--- src/rtl/cdb_arbiter.sv ---
// ============================================================================
//  cdb_arbiter : round-robin arbiter granting one completion per cycle onto the
//                registered common data bus, with squash filtering and clear.
//  Revision    : 1.0
// ============================================================================
`default_nettype none

`ifndef PHYS_REGFILE_SIZE
`define PHYS_REGFILE_SIZE 64
`endif
`ifndef XLEN
`define XLEN 32
`endif

module cdb_arbiter #(
    parameter int NUM_REQ = 4,
    parameter int TAG_W   = $clog2(`PHYS_REGFILE_SIZE),
    parameter int XLEN    = `XLEN,
    parameter int BMASK_W = 4
) (
    input  logic                              clock,
    input  logic                              reset,
    input  logic [NUM_REQ-1:0]                req_valid,
    input  logic [NUM_REQ-1:0][TAG_W-1:0]     req_tag,
    input  logic [NUM_REQ-1:0][XLEN-1:0]      req_data,
    input  logic [NUM_REQ-1:0]                req_T_used,
    input  logic [NUM_REQ-1:0][BMASK_W-1:0]   req_bmask,
    output logic [NUM_REQ-1:0]                req_ready,
    input  logic                              squash_valid,
    input  logic                              clear_valid,
    input  logic [BMASK_W-1:0]                resolve_bit,
    output logic                              cdb_valid,
    output logic [TAG_W-1:0]                  cdb_tag,
    output logic [XLEN-1:0]                   cdb_data,
    output logic                              cdb_T_used,
    output logic [BMASK_W-1:0]                cdb_bmask
);

    localparam int PTR_W = (NUM_REQ > 1) ? $clog2(NUM_REQ) : 1;

    logic [PTR_W-1:0]   rr_ptr;
    logic [PTR_W-1:0]   winner;
    logic               win_found;
    logic [NUM_REQ-1:0] eligible;
    logic               handshake;
    logic [PTR_W-1:0]   next_ptr;
    logic [PTR_W:0]     cand;

    // A request that depends on the mispredicting branch is killed this cycle.
    always_comb begin
        eligible = '0;
        for (int i = 0; i < NUM_REQ; i++) begin
            eligible[i] = req_valid[i] &&
                          !(squash_valid && (|(req_bmask[i] & resolve_bit)));
        end
    end

    always_comb begin
        winner    = '0;
        win_found = 1'b0;
        cand      = '0;
        for (int k = 0; k < NUM_REQ; k++) begin
            cand = {1'b0, rr_ptr} + (PTR_W+1)'(k);
            if (cand >= (PTR_W+1)'(NUM_REQ)) begin
                cand = cand - (PTR_W+1)'(NUM_REQ);
            end
            if (!win_found && eligible[cand[PTR_W-1:0]]) begin
                win_found = 1'b1;
                winner    = cand[PTR_W-1:0];
            end
        end
    end

    always_comb begin
        req_ready = '0;
        if (!reset && win_found) begin
            req_ready[winner] = 1'b1;
        end
    end

    assign handshake = |(req_valid & req_ready);
    assign next_ptr  = (winner == PTR_W'(NUM_REQ - 1)) ? '0 : winner + PTR_W'(1);

    always_ff @(posedge clock) begin
        if (reset) begin
            rr_ptr     <= '0;
            cdb_valid  <= 1'b0;
            cdb_tag    <= '0;
            cdb_data   <= '0;
            cdb_T_used <= 1'b0;
            cdb_bmask  <= '0;
        end else if (handshake) begin
            rr_ptr     <= next_ptr;
            cdb_valid  <= 1'b1;
            cdb_tag    <= req_tag[winner];
            cdb_data   <= req_data[winner];
            cdb_T_used <= req_T_used[winner];
            // A branch resolving correctly this cycle no longer guards the packet.
            cdb_bmask  <= req_bmask[winner] & ~(clear_valid ? resolve_bit : '0);
        end else begin
            cdb_valid  <= 1'b0;
        end
    end

endmodule

`default_nettype wire
--- config.mk ---
export PLATFORM = sky130hd
export DESIGN_NAME = cdb_arbiter
export DESIGN_NICKNAME = d
export VERILOG_FILES = /design/src/rtl/cdb_arbiter.sv
export SDC_FILE = /design/constraint.sdc
export NUM_CORES = 1
export LEC_CHECK = 0
export BUFFER_PORTS_ARGS = -buffer_cell sky130_fd_sc_hd__buf_2
export CORE_MARGIN = 1
export CORE_UTILIZATION = 38
export CTS_BUF_LIST = sky130_fd_sc_hd__clkbuf_4 sky130_fd_sc_hd__clkbuf_8
export CTS_CLUSTER_DIAMETER = 120
export DETAILED_ROUTE_END_ITERATION = 10
export PLACE_DENSITY = 0.79
export SYNTH_ARGS = -nofsm -noshare
export SYNTH_HDL_FRONTEND = slang
export SYNTH_SLANG_ARGS = --single-unit
--- constraint.sdc ---
create_clock -name clock -period 3.3 [get_ports clock]
set_input_delay 0.66 -clock clock [delete_from_list [all_inputs] [get_ports clock]]
set_output_delay 0.66 -clock clock [all_outputs]
set_load 0.02 [all_outputs]
# Word-level counts from Yosys, hierarchy flattened
# Cells that the tools add are included.
[word_totals]
rom_bits = 0
latch_bits = 0
mem_bits_rw = 0
mem_count = 0
out_inout_bits = 48
inputBits = 184
elab_cells = 92
register_bits = 46
[classes]
n_reduce_logical = 26
magnitude_cmp = 10
n_mux = 34
shift = 0
bitwise_logic = 7
div_mod_pow = 0
multipliers = 0
n_addsub = 8
eq_ne = 1
[op_table]
columns = ["op", "n"]
rows = [
  ["$bmux W32 S2", 1],
  ["$mux W32", 1],
  ["$and A4 B4 Y4", 6],
  ["$reduce_or A4 Y1", 5],
  ["$mux W2", 9],
  ["$lt A2 B3 Y1 const B", 5],
  ["$logic_and A1 B1 Y1", 13],
  ["$bmux W6 S2", 1],
  ["$mux W4", 3],
  ["$mux W1", 11],
  ["$bmux W1 S2", 5],
  ["$ge A3 B3 Y1 const B", 3],
  ["$bmux W4 S2", 1],
  ["$logic_not A1 Y1", 8],
  ["$sub A2 B1 Y2 const B", 4],
  ["$add A2 B2 Y3 const B", 2],
  ["$mux W6", 1],
  ["$not A4 Y4", 1],
  ["$add A2 B1 Y3 const B", 1],
  ["$ge A2 B3 Y1 const B", 1],
  ["$add A2 B1 Y2 const B", 1],
  ["$demux W1 S2", 1],
  ["$eq A2 B2 Y1 const B", 1],
  ["$ge A2 B1 Y1 const B", 1],
]

# Longest topological paths before layout
[depth]
ltp_word = 25
depth_mapped = 17
ltp_nobuf = 14

# Least setup slack after synthesis
# OpenSTA, ideal clock, no wires.
[synth_path]
path_type = "input to register"
startpoint = "in req_bmask[4] (netlist name)"
endpoint = "reg cdb_T_used"
stages = 17
t_arrival_ns = 3.340
path_buffers = 4
setup_time_ns = 0.138
slack_ns = -0.178
cell_sequence = "a22o_1 -> o21ai_1 -> and2_1 -> o211ai_2 -> nand2_2 -> buf_6 -> buf_4 -> inv_1 -> ha_1 -> a22oi_1 -> a21oi_1 -> o21ai_1 -> inv_1 -> nand2b_1 -> buf_2 -> clkbuf_1 -> o221ai_1"
[synth_via]
elab_chain_len = 24
elab_cells_between_ends = 38
cone_classes = "order compare: 2; mux: 21; bitwise: 2; reduce/logical: 13"
[synth_lines]
columns = ["element", "line", "text"]
rows = [
  ["start: declaration", "27", "input logic [NUM_REQ-1:0][BMASK_W-1:0] req_bmask,"],
  ["$and A4 B4 Y4 (*)", "54", "!(squash_valid && (|(req_bmask[i] & resolve_bit)));"],
  ["$reduce_or A4 Y1 (*)", "54", ""],
  ["$logic_and A1 B1 Y1 (*)", "54", ""],
  ["$logic_not A1 Y1 (*)", "54", ""],
  ["$logic_and A1 B1 Y1 (*)", "53", "eligible[i] = req_valid[i] &&"],
  ["$bmux W1 S2", "67", "if (!win_found && eligible[cand[PTR_W-1:0]]) begin"],
  ["$mux W1 (implied by the code)", "67", ""],
  ["$mux W1", "67", ""],
  ["(+8 left out)", "--", ""],
  ["$mux W2", "67", ""],
  ["$lt A2 B3 Y1 (implied by the code) / $ge A2 B1 Y1 (equally long branches)", "77", "req_ready[winner] = 1'b1;"],
  ["$logic_and A1 B1 Y1 (implied by the code)", "77", ""],
  ["$mux W1 (implied by the code)", "77", ""],
  ["$demux W1 S2", "77", ""],
  ["$mux W4", "76", "if (!reset && win_found) begin"],
  ["$and A4 B4 Y4", "81", "assign handshake = |(req_valid & req_ready);"],
  ["$reduce_or A4 Y1", "81", ""],
  ["end signal: assignment", "97", "cdb_T_used <= req_T_used[winner];"],
  ["end: declaration", "35", "output logic cdb_T_used,"],
]
# Mark *: on every way between the ends. The rest lies on a longest branch, timed or not. The select of a mux whose other input is x is not followed.
# A chain may end at the register's enable or synchronous reset.

# Worst setup path after layout
[layout_path]
startpoint = "in resolve_bit[2]"
endpoint = "out req_ready[2]"
[layout_via]
elab_chain_len = 22
elab_cells_between_ends = 49
cone_classes = "order compare: 2; mux: 19; bitwise: 4; reduce/logical: 24"
[layout_lines]
columns = ["element", "line", "text"]
rows = [
  ["start: declaration", "31", "input logic [BMASK_W-1:0] resolve_bit,"],
  ["$and A4 B4 Y4", "54", ""],
  ["$reduce_or A4 Y1", "54", ""],
  ["$logic_and A1 B1 Y1", "54", ""],
  ["$logic_not A1 Y1", "54", ""],
  ["$logic_and A1 B1 Y1", "53", ""],
  ["$bmux W1 S2", "67", ""],
  ["$mux W1 (implied by the code)", "67", ""],
  ["$mux W1", "67", ""],
  ["(+6 left out)", "--", ""],
  ["$logic_not A1 Y1", "67", ""],
  ["$logic_and A1 B1 Y1", "67", ""],
  ["$mux W2", "67", ""],
  ["$lt A2 B3 Y1 (implied by the code) / $ge A2 B1 Y1 (equally long branches)", "77", ""],
  ["$logic_and A1 B1 Y1 (implied by the code)", "77", ""],
  ["$mux W1 (implied by the code)", "77", ""],
  ["$demux W1 S2", "77", ""],
  ["$mux W4 (*)", "76", ""],
  ["end: declaration", "28", "output logic [NUM_REQ-1:0] req_ready,"],
]
# Marks and branches as above.

==> metrics.txt <==
All-Layer GR Usage 22.6%; I/O pin count 232; pin count of the biggest net entering global routing 44; Crit Path Max Fanout 6; Mapped Avg Cell Area 9.89 um^2; number of core rows 32; achievable frequency 322 MHz; yosys warns 0; Post-Synth Simple-Gate Area 14.4%; Tmin final 3110 ps; Synth Area in Adders 1.60%; Die Width 92.7 um; Setup CP Type primary input to primary output; setup TNS 0 ps; fin crit share 94.2%; dpl cells 636; Final Util 57.5%; fraction of layout cells with a size suffix above 1 49.7%; status completed; clk root buf clkbuf_8; XOR/XNOR Fraction of Synth Area 0%; total grt overflow 0; die area 8590 um^2; drt via density 5.64; Worst VDD drop 223 uV; Netlist cell types 37; Final Max Tran Viols 0; Top FF cell, synth dfxtp_1; Worst Skew 2.94 ps; Worst Setup Start Kind primary input; crit path DAT 2450 ps; final wirelength 10200 um; Clock Latency Late Sink 290 ps; Routability Congestion 0.885; Slew Limit Headroom 53.6%; nets 729; Via Count 3624; first-pass GRT wire length 15800 um; pre-CTS setup slack -104 ps; 1st-iter DRT viols 116; wire per inst 15.8 um; Max-cap violations 0; P&R area growth vs syn 44.4%; Worst Setup Slack, final 191 ps; CTS max path bufs 2; Detail Route Antenna Nets 0; largest family of logic cells by synthesized area multiplexers; Syn Nets 504; Worst setup EP type primary output; vias in the first global route 3549; Synth Cell Area 3120 um^2; synthesis-stage register bit count 46; RSZ-0062 raised after global routing no; post-DP HPWL 7850 um; TritonCTS Buffers 5; Overall Power 1.91 mW; Synth Instances 316; initial antenna violation count 0; Setup violations, final 0; final hold violation count 0; number of synthesized flops with an enable pin 0; share of synthesized registers carrying an async set or reset 0%; min-delay worst type flip-flop to flip-flop; Die Y 92.7 um; complex-gate fraction of the synthesized area 22.4%; Initial Utilization 39.8%; pwr dens 423 nW/um^2; worst hold slack 498 ps; Worst-Margin Slew 696 ps; fin cells 643; drt drc 0; mux contribution to synthesized area 26.7%; CTS H-tree lvls 2; CTS clk-pin slew, worst paths 80 ps; TritonCTS clock tree done; CP required 2640 ps; Placed Instance Area 4420 um^2; Final Cell Area 4510 um^2; PortBufs 231; # diodes 0; register area share after synthesis 29.5%; leakage 2.53 nW; Clock Sinks 46; Core Region 7850 um^2; FF-to-FF setup slack 630 ps; Pre-Repair DR Iteration Count 5
[cells in the final DEF, fill, tap and decap left out, drive strengths merged, types with 5 or more instances in the layout]
cell,Yosys,layout
o221ai,39,39
a22o,7,7
dfxtp,46,46
buf,13,245
clkbuf,14,7
nand2,8,8
mux2i,78,78
nand3b,39,39
inv,5,5
nor2,5,5
a21oi,8,8
and2,10,10
a221oi,6,6
o21ai,8,8
[layout make-up]
class	count	area (um^2)
Clock buffer	7	83.8
Fill cell	732	3340
Inverter	5	18.8
Multi-Input combinational cell	238	2060
Sequential cell	46	921
Tap cell	102	128
Timing Repair Buffer	245	1300
[cell usage after synthesis (5+ instances only)]
library cell  number  area share, %
inv_1              5           0.60
nand2_1            6           0.72
clkbuf_1          13            1.6
nor2_1             5           0.60
a21oi_1            8            1.3
buf_4              8            1.9
a22o_1             7            2.0
o221ai_1          39             11
nand3b_1          39            9.4
mux2i_1           78             25
and2_1            10            2.0
dfxtp_1           46             29
[registers in the layout, summed over array words and instances, names as in the netlist]
register and flops:
cdb_valid 1, rr_ptr 2, cdb_bmask 4, cdb_data 32, cdb_T_used 1, cdb_tag 6
[metal layers]
layer / share of wire (%) / GRT usage [%]
met4: 2.6 / 8.46
met2: 52 / 42.9
met5: 0 / 0
met1: 38 / 24.4
met3: 7.4 / 4.68
[path summary, 6_finish.rpt]
path	from	to	cells after the start
hold / removal	cdb_data[28]	cdb_data[28]	2
setup / recovery	resolve_bit[2]	req_ready[2]	9
hold reg to reg	cdb_data[28]	cdb_data[28]	2
setup reg to reg	rr_ptr[0]	cdb_tag[5]	13
[power by group]
| part | switching, mW | internal (mW) |
|---|---|---|
| clock network | 0.175 | 0.163 |
| registers | 0.0575 | 0.659 |
| logic | 0.472 | 0.382 |
[critical path: stages]
cell      delay, ps
buf_2           160
a22oi_1         110
a21boi_2        290
o211ai_1        170
a221oi_2        380
inv_1           140
ha_1            250
and2_1          140
buf_2           150
[what timing repair did]
action,in CTS,in global routing
hold buffers,0,0
hold endpoints to repair,0,0
resized for setup,0,1
setup buffers,0,0
endpoints found under the setup margin,0,11
[cell families after synthesis]
family                   Yosys count
multiplexers                      82
AO/OA/AOI/OAI                     83
adder cells (fa/ha/maj)            4
buffers and inverters             32
AND/OR/NAND/NOR                   69
flip-flops                        46
Note: power is estimated with default switching activity, not from simulation.
